<file path="src/rtl/mips_hazard_pkg.sv">
// Shared types for the hazard scoreboard: table entry layout, forwarding encoding, FSM states.
package mips_hazard_pkg;

    // Entries carry a fixed-width rd so one struct serves every REG_ADDR_W up to 8.
    localparam int unsigned SB_RD_W = 8;

    typedef logic [SB_RD_W-1:0] sb_rd_t;

    typedef struct packed {
        logic   valid;
        sb_rd_t rd;
        logic   is_load;
    } sb_entry_t;

    localparam logic [2:0] FWD_RF = 3'd0;

    typedef enum logic {
        StRun,
        StFlush
    } hz_state_e;

endpackage

</file>
<file path="src/rtl/hazard_sb_match.sv">
// Priority matcher for one source operand: finds the newest in-flight producer of src_i.
module hazard_sb_match
    import mips_hazard_pkg::*;
#(
    parameter int unsigned Depth = 3
) (
    input  sb_entry_t [Depth-1:0] table_i,
    input  sb_rd_t                src_i,
    input  logic                  used_i,
    output logic                  hit_o,
    output logic [2:0]            k_o,
    output logic                  is_load_o
);

    // Scan oldest to newest so the smallest k overwrites any older hit.
    always_comb begin
        hit_o     = 1'b0;
        k_o       = 3'd0;
        is_load_o = 1'b0;
        for (int i = int'(Depth) - 1; i >= 0; i--) begin
            if (used_i && (src_i != '0) && table_i[i].valid && (table_i[i].rd == src_i)) begin
                hit_o     = 1'b1;
                k_o       = 3'(i);
                is_load_o = table_i[i].is_load;
            end
        end
    end

endmodule

</file>
<file path="src/rtl/hazard_scoreboard_ctrl.sv">
// Hazard scoreboard: load-use stalls, registered EX forwarding selects and branch flushes.
// Performance counters are built only when HAZARD_PERF_CNT_EN is defined.
module hazard_scoreboard_ctrl
    import mips_hazard_pkg::*;
#(
    parameter int unsigned REG_ADDR_W     = 5,
    parameter int unsigned PIPE_DEPTH     = 3,
    parameter int unsigned LOAD_LAT       = 2,
    parameter int unsigned BRANCH_PENALTY = 1,
    parameter int unsigned CNT_W          = 16
) (
    input  logic                  clk,
    input  logic                  reset_n,
    input  logic                  id_valid,
    input  logic [REG_ADDR_W-1:0] id_rs,
    input  logic [REG_ADDR_W-1:0] id_rt,
    input  logic                  id_rs_used,
    input  logic                  id_rt_used,
    input  logic [REG_ADDR_W-1:0] id_rd,
    input  logic                  id_reg_write,
    input  logic                  id_mem_read,
    input  logic                  ex_branch_taken,
    output logic                  stall,
    output logic                  flush_if_id,
    output logic                  flush_id_ex,
    output logic [2:0]            fwd_a_ex,
    output logic [2:0]            fwd_b_ex,
    output logic [CNT_W-1:0]      stall_count,
    output logic [CNT_W-1:0]      flush_count
);

    sb_entry_t [PIPE_DEPTH-1:0] table_q, table_d;
    sb_entry_t                  ins;
    hz_state_e                  state_q, state_d;
    logic [2:0]                 cnt_q, cnt_d;
    logic [2:0]                 fwd_a_q, fwd_a_d, fwd_b_q, fwd_b_d;
    logic                       hit_a, hit_b, load_a, load_b;
    logic [2:0]                 k_a, k_b;
    logic                       use_a, use_b, flush, stall_int, bubble;

    hazard_sb_match #(
        .Depth (PIPE_DEPTH)
    ) u_match_rs (
        .table_i   (table_q),
        .src_i     (sb_rd_t'(id_rs)),
        .used_i    (id_rs_used),
        .hit_o     (hit_a),
        .k_o       (k_a),
        .is_load_o (load_a)
    );

    hazard_sb_match #(
        .Depth (PIPE_DEPTH)
    ) u_match_rt (
        .table_i   (table_q),
        .src_i     (sb_rd_t'(id_rt)),
        .used_i    (id_rt_used),
        .hit_o     (hit_b),
        .k_o       (k_b),
        .is_load_o (load_b)
    );

    // A branch arriving during FLUSH comes from the squashed path and is ignored.
    always_comb begin
        state_d = state_q;
        cnt_d   = cnt_q;
        flush   = 1'b0;
        unique case (state_q)
            StRun: begin
                if (ex_branch_taken) begin
                    flush = 1'b1;
                    if (BRANCH_PENALTY > 1) begin
                        state_d = StFlush;
                        cnt_d   = 3'(BRANCH_PENALTY - 1);
                    end
                end
            end
            StFlush: begin
                flush = 1'b1;
                if (cnt_q <= 3'd1) begin
                    state_d = StRun;
                end else begin
                    cnt_d = cnt_q - 3'd1;
                end
            end
            default: state_d = StRun;
        endcase
    end

    // Load data is not yet available when the producer sits before stage LOAD_LAT.
    assign use_a     = hit_a & load_a & ((32'(k_a) + 32'd1) < LOAD_LAT);
    assign use_b     = hit_b & load_b & ((32'(k_b) + 32'd1) < LOAD_LAT);
    assign stall_int = (use_a | use_b) & ~flush;
    assign bubble    = stall_int | flush;

    always_comb begin
        ins     = '0;
        fwd_a_d = FWD_RF;
        fwd_b_d = FWD_RF;
        if (!bubble) begin
            ins.valid   = id_valid & id_reg_write & (id_rd != '0);
            ins.rd      = sb_rd_t'(id_rd);
            ins.is_load = id_mem_read;
            if (hit_a) fwd_a_d = k_a + 3'd1;
            if (hit_b) fwd_b_d = k_b + 3'd1;
        end
        table_d = {table_q[PIPE_DEPTH-2:0], ins};
    end

    always_ff @(posedge clk or negedge reset_n) begin
        if (!reset_n) begin
            table_q <= '0;
            state_q <= StRun;
            cnt_q   <= 3'd0;
            fwd_a_q <= FWD_RF;
            fwd_b_q <= FWD_RF;
        end else begin
            table_q <= table_d;
            state_q <= state_d;
            cnt_q   <= cnt_d;
            fwd_a_q <= fwd_a_d;
            fwd_b_q <= fwd_b_d;
        end
    end

    assign stall       = stall_int;
    assign flush_if_id = flush;
    assign flush_id_ex = flush;
    assign fwd_a_ex    = fwd_a_q;
    assign fwd_b_ex    = fwd_b_q;

`ifdef HAZARD_PERF_CNT_EN
    logic [CNT_W-1:0] stall_cnt_q, stall_cnt_d, flush_cnt_q, flush_cnt_d;
    logic             br_accept;

    assign br_accept = (state_q == StRun) & ex_branch_taken;

    always_comb begin
        stall_cnt_d = stall_cnt_q;
        flush_cnt_d = flush_cnt_q;
        if (stall_int && (stall_cnt_q != '1)) stall_cnt_d = stall_cnt_q + CNT_W'(1);
        if (br_accept && (flush_cnt_q != '1)) flush_cnt_d = flush_cnt_q + CNT_W'(1);
    end

    always_ff @(posedge clk or negedge reset_n) begin
        if (!reset_n) begin
            stall_cnt_q <= '0;
            flush_cnt_q <= '0;
        end else begin
            stall_cnt_q <= stall_cnt_d;
            flush_cnt_q <= flush_cnt_d;
        end
    end

    assign stall_count = stall_cnt_q;
    assign flush_count = flush_cnt_q;
`else
    assign stall_count = '0;
    assign flush_count = '0;
`endif

endmodule

</file>
<file path="config.mk">
export PLATFORM = sky130hd
export DESIGN_NAME = hazard_scoreboard_ctrl
export DESIGN_NICKNAME = d
export VERILOG_FILES = /design/src/rtl/mips_hazard_pkg.sv /design/src/rtl/hazard_sb_match.sv /design/src/rtl/hazard_scoreboard_ctrl.sv
export SDC_FILE = /design/constraint.sdc
export NUM_CORES = 1
export LEC_CHECK = 0
export BUFFER_PORTS_ARGS = -buffer_cell sky130_fd_sc_hd__buf_4
export CORE_ASPECT_RATIO = 0.7
export CORE_MARGIN = 3
export CORE_UTILIZATION = 50
export DETAILED_ROUTE_END_ITERATION = 10
export PLACE_DENSITY = 0.8
export RECOVER_POWER = 25
export SYNTH_ARGS = -nofsm -noshare
export SYNTH_HDL_FRONTEND = slang
export SYNTH_SLANG_ARGS = --single-unit
</file>
<file path="constraint.sdc">
create_clock -name clk -period 2.8 [get_ports clk]
set_input_delay 0.28 -clock clk [delete_from_list [all_inputs] [get_ports clk]]
set_output_delay 0.28 -clock clk [all_outputs]
set_load 0.05 [all_outputs]
</file>
==> qor.csv, run 1 <==
stage;metric;value;unit
synthesis;synth-seq-cells;31;
run_status;violations;setup timing;
synthesis;netlist-cell-type-count;31;
clocking;numCtsBuffers;5;
sta;fin_skew;7.00;ps
worst_setup_path;cp-end-kind;output pin;
sta;slew_viol_final;0;
floorplan;dieHeight;57.3;um
detailed_routing;drc;0;
sta;fin_crit;2880;ps
sta;timing.fmax;347;MHz
sta;slew_headroom;66.8;%
global_routing;grt_pass1_vias;1308;
detailed_routing;first_iter_violations;111;
clocking;cts.clk_slew.worst_paths;60;ps
floorplan;rows;17;
detailed_routing;via_per_inst;4.75;
detailed_routing;ant_nets;0;
sta;rsz0062_at_grt;true;
power_and_ir_drop;vdd_drop_max;391;uV
worst_setup_path;critical_path_class;reg -> out;
global_routing;grt_pass1_wl;6150;um
sta;worst_pin_slew;494;ps
detailed_routing;vias;1348;
clocking;cts_sinks;31;
global_routing;grt_overflow_total;0;
final_layout;layout_commonest_cell;buf_4;
sta;finalHoldViolCount;0;
clocking;cts_tree;built;
placement;gp_congestion;0.925;
placement;port-buffer-count;31;
floorplan;core;3360;sq um
worst_setup_path;worstSetupStartpointType;flop;
detailed_routing;dr.pass1.iters;4;
worst_setup_path;reg2regPathDepth;10;
sta;fin_hold_ws;217;ps
clocking;cts_htree_levels;2;
final_layout;mostFrequentLayoutCells;buf_4, conb_1, dfrtp_1;
clocking;cts_root_buf;clkbuf_8;
floorplan;ios;64;
final_layout;layout-drive-gt1-share;24.9;%
worst_setup_path;reg2reg_slack;270;ps
synthesis;synth_area;1880;sq um
sta;finalWorstSetupSlack;-83.0;ps
final_layout;stdcell_area;2230;sq um
worst_setup_path;crit_required;2520;ps
final_layout;antenna_cells;0;
final_layout;finalCoreUtilization;66.2;%
clocking;clk_latency;280;ps
worst_setup_path;cp-endpoint;stall;
worst_setup_path;crit_start;table_d[21];
global_routing;antenna_found_initial;0;
synthesis;ys_warn_count;0;
synthesis;syn_area_per_cell;9.69;sq um
sta;period_share;103;%
synthesis;synth_cells;194;
worst_setup_path;cp_max_fo;3;
worst_setup_path;reg2reg_from;table_d[21];
detailed_routing;avgRoutedWirePerCell;13.2;um
floorplan;die_x;79.3;um
placement;dp_hpwl;2910;um
global_routing;track_usage;17.6;%
final_layout;synthToLayoutAreaGrowth;18.4;%
power_and_ir_drop;powerDensity;483;nW/um^2
final_layout;fin_nets;265;
job;cap_violations;0;
sta;setup_viol;1;
synthesis;seq_area_frac_synth;41.3;%
global_routing;grt_max_degree;32;
run_status;status;finished, violations left;
worst_hold_path;worstHoldPathType;in -> reg;
floorplan;die_area;4540;sq um
power_and_ir_drop;leakage;1.11;nW
clocking;clock_path_buffers;2;
worst_setup_path;crit-reg2reg-capture;fwd_a_ex[0];
floorplan;initial_core_util;56.0;%
placement;dpl-instance-area;2040;sq um
detailed_routing;postRouteWirelength;3760;um
placement;dp_slack;54.1;ps
worst_setup_path;crit_arrival;2600;ps
power_and_ir_drop;report.power.total;1.08;mW
[power by group]
group / total, mW / leakage (nW) / internal [mW] / switching [mW]
Sequential: 0.480 / 0.412 / 0.463 / 0.0170
Clock: 0.380 / 0.0515 / 0.224 / 0.156
Combinational: 0.215 / 0.644 / 0.0588 / 0.156
[timing repair]
action	in CTS	in global routing
resized for setup	12	0
endpoints found under the setup margin	1	1
hold buffers	1	0
hold endpoints to repair	31	0
setup buffers	3	2
pin swaps	7	2
[synthesized netlist by cell type]
cell type | n | area (sq um)
nand2_1 | 19 | 71.3
nor3_1 | 4 | 20.0
nor2_1 | 15 | 56.3
buf_4 | 33 | 248
nor4_2 | 1 | 12.5
ha_1 | 6 | 75.1
o21ai_0 | 3 | 15.0
o211a_1 | 1 | 10.0
xnor2_1 | 17 | 149
o21a_1 | 1 | 7.51
o2111ai_1 | 1 | 8.76
xor2_1 | 15 | 131
a311oi_2 | 1 | 15.0
inv_1 | 7 | 26.3
or4_1 | 3 | 22.5
o22ai_2 | 1 | 12.5
nor4_1 | 4 | 25.0
nand4_1 | 6 | 37.5
dfrtp_1 | 31 | 776
or3b_1 | 1 | 8.76
buf_6 | 1 | 11.3
nor2_2 | 1 | 6.26
nor2b_1 | 1 | 6.26
and3_1 | 6 | 37.5
clkbuf_1 | 1 | 3.75
nor3_2 | 2 | 20.0
conb_1 | 1 | 3.75
and2_1 | 5 | 31.3
a21oi_1 | 2 | 10.0
nand3_1 | 3 | 15.0
nor3b_1 | 1 | 7.51
[stage by stage]
| step | setup TNS (ps) | instances |
|---|---|---|
| floorplan | 0 | 225 |
| global placement | 0 | 270 |
| detailed placement | 0 | 270 |
| CTS | -107 | 282 |
| global route | -169 | 284 |
| finish | -83.0 | 284 |
[cells by family after synthesis]
logic type,count (synthesis),share of synthesized area [%]
simple gates,72,20.1
compound gates,10,4.19
flops,31,41.3
fa+ha+maj,6,3.99
xor+xnor,32,14.9
other cells,1,0.199
buf+inv,42,15.4
[area by class of cell]
cell class                      instances  area [sq um]
Fill cell                             279          1130
Multi-Input combinational cell        152           962
Sequential cell                        31           776
Timing Repair Buffer                   39           303
Clock buffer                            8           100
Tap cell                               47          58.8
Inverter                                7          26.3
[state kept, by name (all words and copies together) (netlist names)]
name      count
table_d      14
state_q       1
fwd_b_ex      3
fwd_a_ex      3
table_q       7
cnt_q         3
[layer usage]
metal  GRT usage [%]  part of all wire [%]  vias to the layer above
met2            24.6                    43                       50
met1            26.7                    50                      634
li1                -                     -                      662
met5               0                     0                        -
met3            5.36                   6.6                        2
met4            3.68                  0.21                        0
[critical path: stages, from the launching register on]
cell and delay (ps):
dfrtp_1 420, xor2_1 170, nor4_2 300, or3b_4 430, and2_4 170, and2_4 130, inv_2 60, ha_4 130
o21ai_2 50, o22ai_2 160, and2_4 170, buf_8 140
[worst min path at each step]
stage,start,to,slack [ps],depth (start not counted)
2_1_floorplan,reset_n,cnt_q[0],-20,0
3_3_place_gp,reset_n,fwd_b_ex[0],230,1
3_5_place_dp,reset_n,fwd_b_ex[0],230,1
4_1_cts,id_mem_read,table_d[10],210,3
5_1_grt,id_mem_read,table_d[10],230,3
6_report,id_mem_read,table_d[10],220,3
(Power assumes the default switching activity.)
==> run 2, diff against run 1 <==
SKIP_CTS_REPAIR_TIMING = 1   (was unset)
SKIP_LAST_GASP = 1   (was unset)
==> run 2 against run 1 <==
Against the previous run:
- the run ends with capacitance limit, slew limit, setup timing left
- non-clock buffer count down 2
- critical path depth unchanged
- clock skew about the same
- worst setup slack worse by 72 ps
- first-iteration DRC count up 3.6%
- combinational power about the same
- final cell count down 0.70%
- via count down 0.22%
- worst hold slack about the same
- design area down 0.51%
- largest cell class unchanged
- highest routed layer unchanged
==> qor.csv, run 2 (synthesis results as in run 1) <==
stage;metric;value;unit;change
worst_setup_path;crit_start;table_d[22];;was table_d[21]
floorplan;die_area;4540;sq um;unchanged
worst_setup_path;critical_path_class;reg -> out;;unchanged
final_layout;largest_reg_flops;14;;unchanged
worst_setup_path;cp_max_fo;3;;unchanged
final_layout;mostFrequentLayoutCells;buf_4, conb_1, dfrtp_1;;unchanged
sta;worst_pin_slew;1580;ps;was 494 ps
sta;fin_skew;7.32;ps;was 7.00 ps
sta;fin_crit;2950;ps;was 2880 ps
power_and_ir_drop;pwr-share-clk;35.4;%;about the same
worst_hold_path;hold_depth;3;;unchanged
clocking;cts_htree_levels;2;;unchanged
run_status;status;finished, violations left;;unchanged
floorplan;dieHeight;57.3;um;unchanged
final_layout;layout-drive-gt1-share;24.3;%;was 24.9%
floorplan;core;3360;sq um;unchanged
final_layout;stdcell_area;2210;sq um;was 2230 sq um
power_and_ir_drop;p_sw_share;30.7;%;was 30.6%
final_layout;fillers;278;;was 279
worst_setup_path;reg2reg_slack;190;ps;was 270 ps
detailed_routing;ant_nets;0;;unchanged
global_routing;grt_pass1_vias;1298;;was 1,308
run_status;violations;capacitance limit, slew limit, setup timing;;was setup timing
clocking;clock_path_buffers;2;;unchanged
final_layout;synthToLayoutAreaGrowth;17.8;%;was 18.4%
worst_hold_path;hold_end;table_d[10];;unchanged
placement;dpl-instance-area;2040;sq um;unchanged
sta;timing.fmax;338;MHz;was 347 MHz
placement;gp_congestion;0.925;;unchanged
placement;dp_hpwl;2910;um;unchanged
detailed_routing;first_iter_violations;115;;was 111
clocking;cts_root_buf;clkbuf_8;;unchanged
sta;finalHoldViolCount;0;;unchanged
final_layout;ff_latch_area;776;sq um;unchanged
global_routing;grt_pass1_wl;6180;um;was 6150 um
sta;slew_headroom;-5.42;%;was 66.8%
sta;fin_hold_ws;217;ps;about the same
power_and_ir_drop;powerDensity;485;nW/um^2;was 483 nW/um^2
final_layout;multi_input_area;970;sq um;was 962 sq um
sta;period_share;106;%;was 103%
worst_setup_path;worstSetupStartpointType;flop;;unchanged
sta;tns;-155;ps;was -83.0 ps
final_layout;antenna_cells;0;;unchanged
sta;finalWorstSetupSlack;-155;ps;was -83.0 ps
global_routing;grt_overflow_total;0;;unchanged
global_routing;antenna_found_initial;0;;unchanged
floorplan;rows;17;;unchanged
floorplan;die_x;79.3;um;unchanged
detailed_routing;postRouteWirelength;3780;um;was 3760 um
final_layout;finalCoreUtilization;65.9;%;was 66.2%
floorplan;initial_core_util;56.0;%;unchanged
detailed_routing;drc;0;;unchanged
floorplan;ios;64;;unchanged
clocking;clk_latency;280;ps;about the same
worst_setup_path;cp-end-kind;output pin;;unchanged
sta;slew_viol_final;32;;was 0
worst_setup_path;reg2reg_from;table_d[22];;was table_d[21]
global_routing;grt_max_degree;32;;unchanged
detailed_routing;via_per_inst;4.77;;was 4.75
power_and_ir_drop;vdd_drop_max;391;uV;about the same
detailed_routing;dr.pass1.iters;4;;unchanged
worst_setup_path;crit-reg2reg-capture;fwd_a_ex[0];;unchanged
final_layout;fin_nets;263;;was 265
sta;setup_viol;1;;unchanged
clocking;cts.clk_slew.worst_paths;60;ps;about the same
worst_setup_path;crit_arrival;2670;ps;was 2600 ps
worst_hold_path;min_from;id_mem_read;;unchanged
power_and_ir_drop;p_int;744;uW;was 746 uW
power_and_ir_drop;switchingPower;329;uW;about the same
final_layout;layout_commonest_cell;buf_4;;unchanged
power_and_ir_drop;leakage;1.10;nW;was 1.11 nW
power_and_ir_drop;seqPwrFrac;44.8;%;was 44.7%
clocking;cts_tree;built;;unchanged
job;cap_violations;1;;was 0
worst_hold_path;worstHoldPathType;in -> reg;;unchanged
worst_setup_path;reg2regPathDepth;11;;was 10
detailed_routing;avgRoutedWirePerCell;13.4;um;was 13.2 um
worst_setup_path;crit_required;2520;ps;about the same
clocking;cts_sinks;31;;unchanged
clocking;numCtsBuffers;5;;unchanged
placement;port-buffer-count;31;;unchanged
sta;rsz0062_at_grt;true;;unchanged
power_and_ir_drop;p_comb_share;19.7;%;was 20.0%
detailed_routing;vias;1345;;was 1,348
global_routing;track_usage;17.6;%;about the same
## run 2: cell count changes in the layout (fill, tap and decap cells not counted)
cell and change:
buf_4 -3, nor2_1 -1, nor2_4 +1, clkbuf_1 +1
## run 2: worst max path at each step
stage,endpoint,slack [ps],cells past startpoint
2_1_floorplan,stall,60,10
3_3_place_gp,stall,140,12
3_5_place_dp,stall,50,12
4_1_cts,stall,-260,11
5_1_grt,stall,-240,11
6_report,stall,-150,11
## run 2: per-stage QoR
| step | std cells | setup WS [ps] | power [mW] |
|---|---|---|---|
| floorplan | 225 | 64.9 | 0.670 |
| global route | 282 | -237 | 1.11 |
| CTS | 278 | -256 | 1.07 |
| global placement | 270 | 135 | 0.692 |
| finish | 282 | -155 | 1.07 |
| detailed placement | 270 | 54.1 | 0.695 |
## run 2: area by class of cell
class | instances | area share, %
multi-input cells | 152 | 43.8
flip-flops and latches | 31 | 35.0
repair buffers | 37 | 12.8
clock buffers | 8 | 4.52
well taps | 47 | 2.66
inverters | 7 | 1.19
## run 2: worst max-delay path, cell delays in order (launching register included)
cell	delay, ps
dfrtp_1	420
xor2_1	180
nor4_2	330
or3b_4	430
and2_4	150
and2_4	150
inv_2	60
ha_4	130
o21ai_2	50
o22ai_2	180
and2_4	170
buf_8	140
## run 2: routing by layer
layer | routed length [um] | up-vias | part of all wire [%] | GRT usage (%)
met5 | 0 | - | 0 | 0
met4 | 8 | 0 | 0.21 | 3.68
met3 | 252 | 2 | 6.7 | 5.52
met2 | 1640 | 48 | 43 | 24.3
met1 | 1890 | 634 | 50 | 26.9
li1 | - | 661 | - | -
## run 2: power by group through the flow
stage | Clock (mW) | Sequential, mW | Combinational (mW)
after global placement | 0 | 0.488 | 0.204
final | 0.380 | 0.481 | 0.212
after CTS | 0.387 | 0.481 | 0.208
after floorplan | 0 | 0.483 | 0.187
after detailed placement | 0 | 0.489 | 0.206
after global routing | 0.405 | 0.483 | 0.227
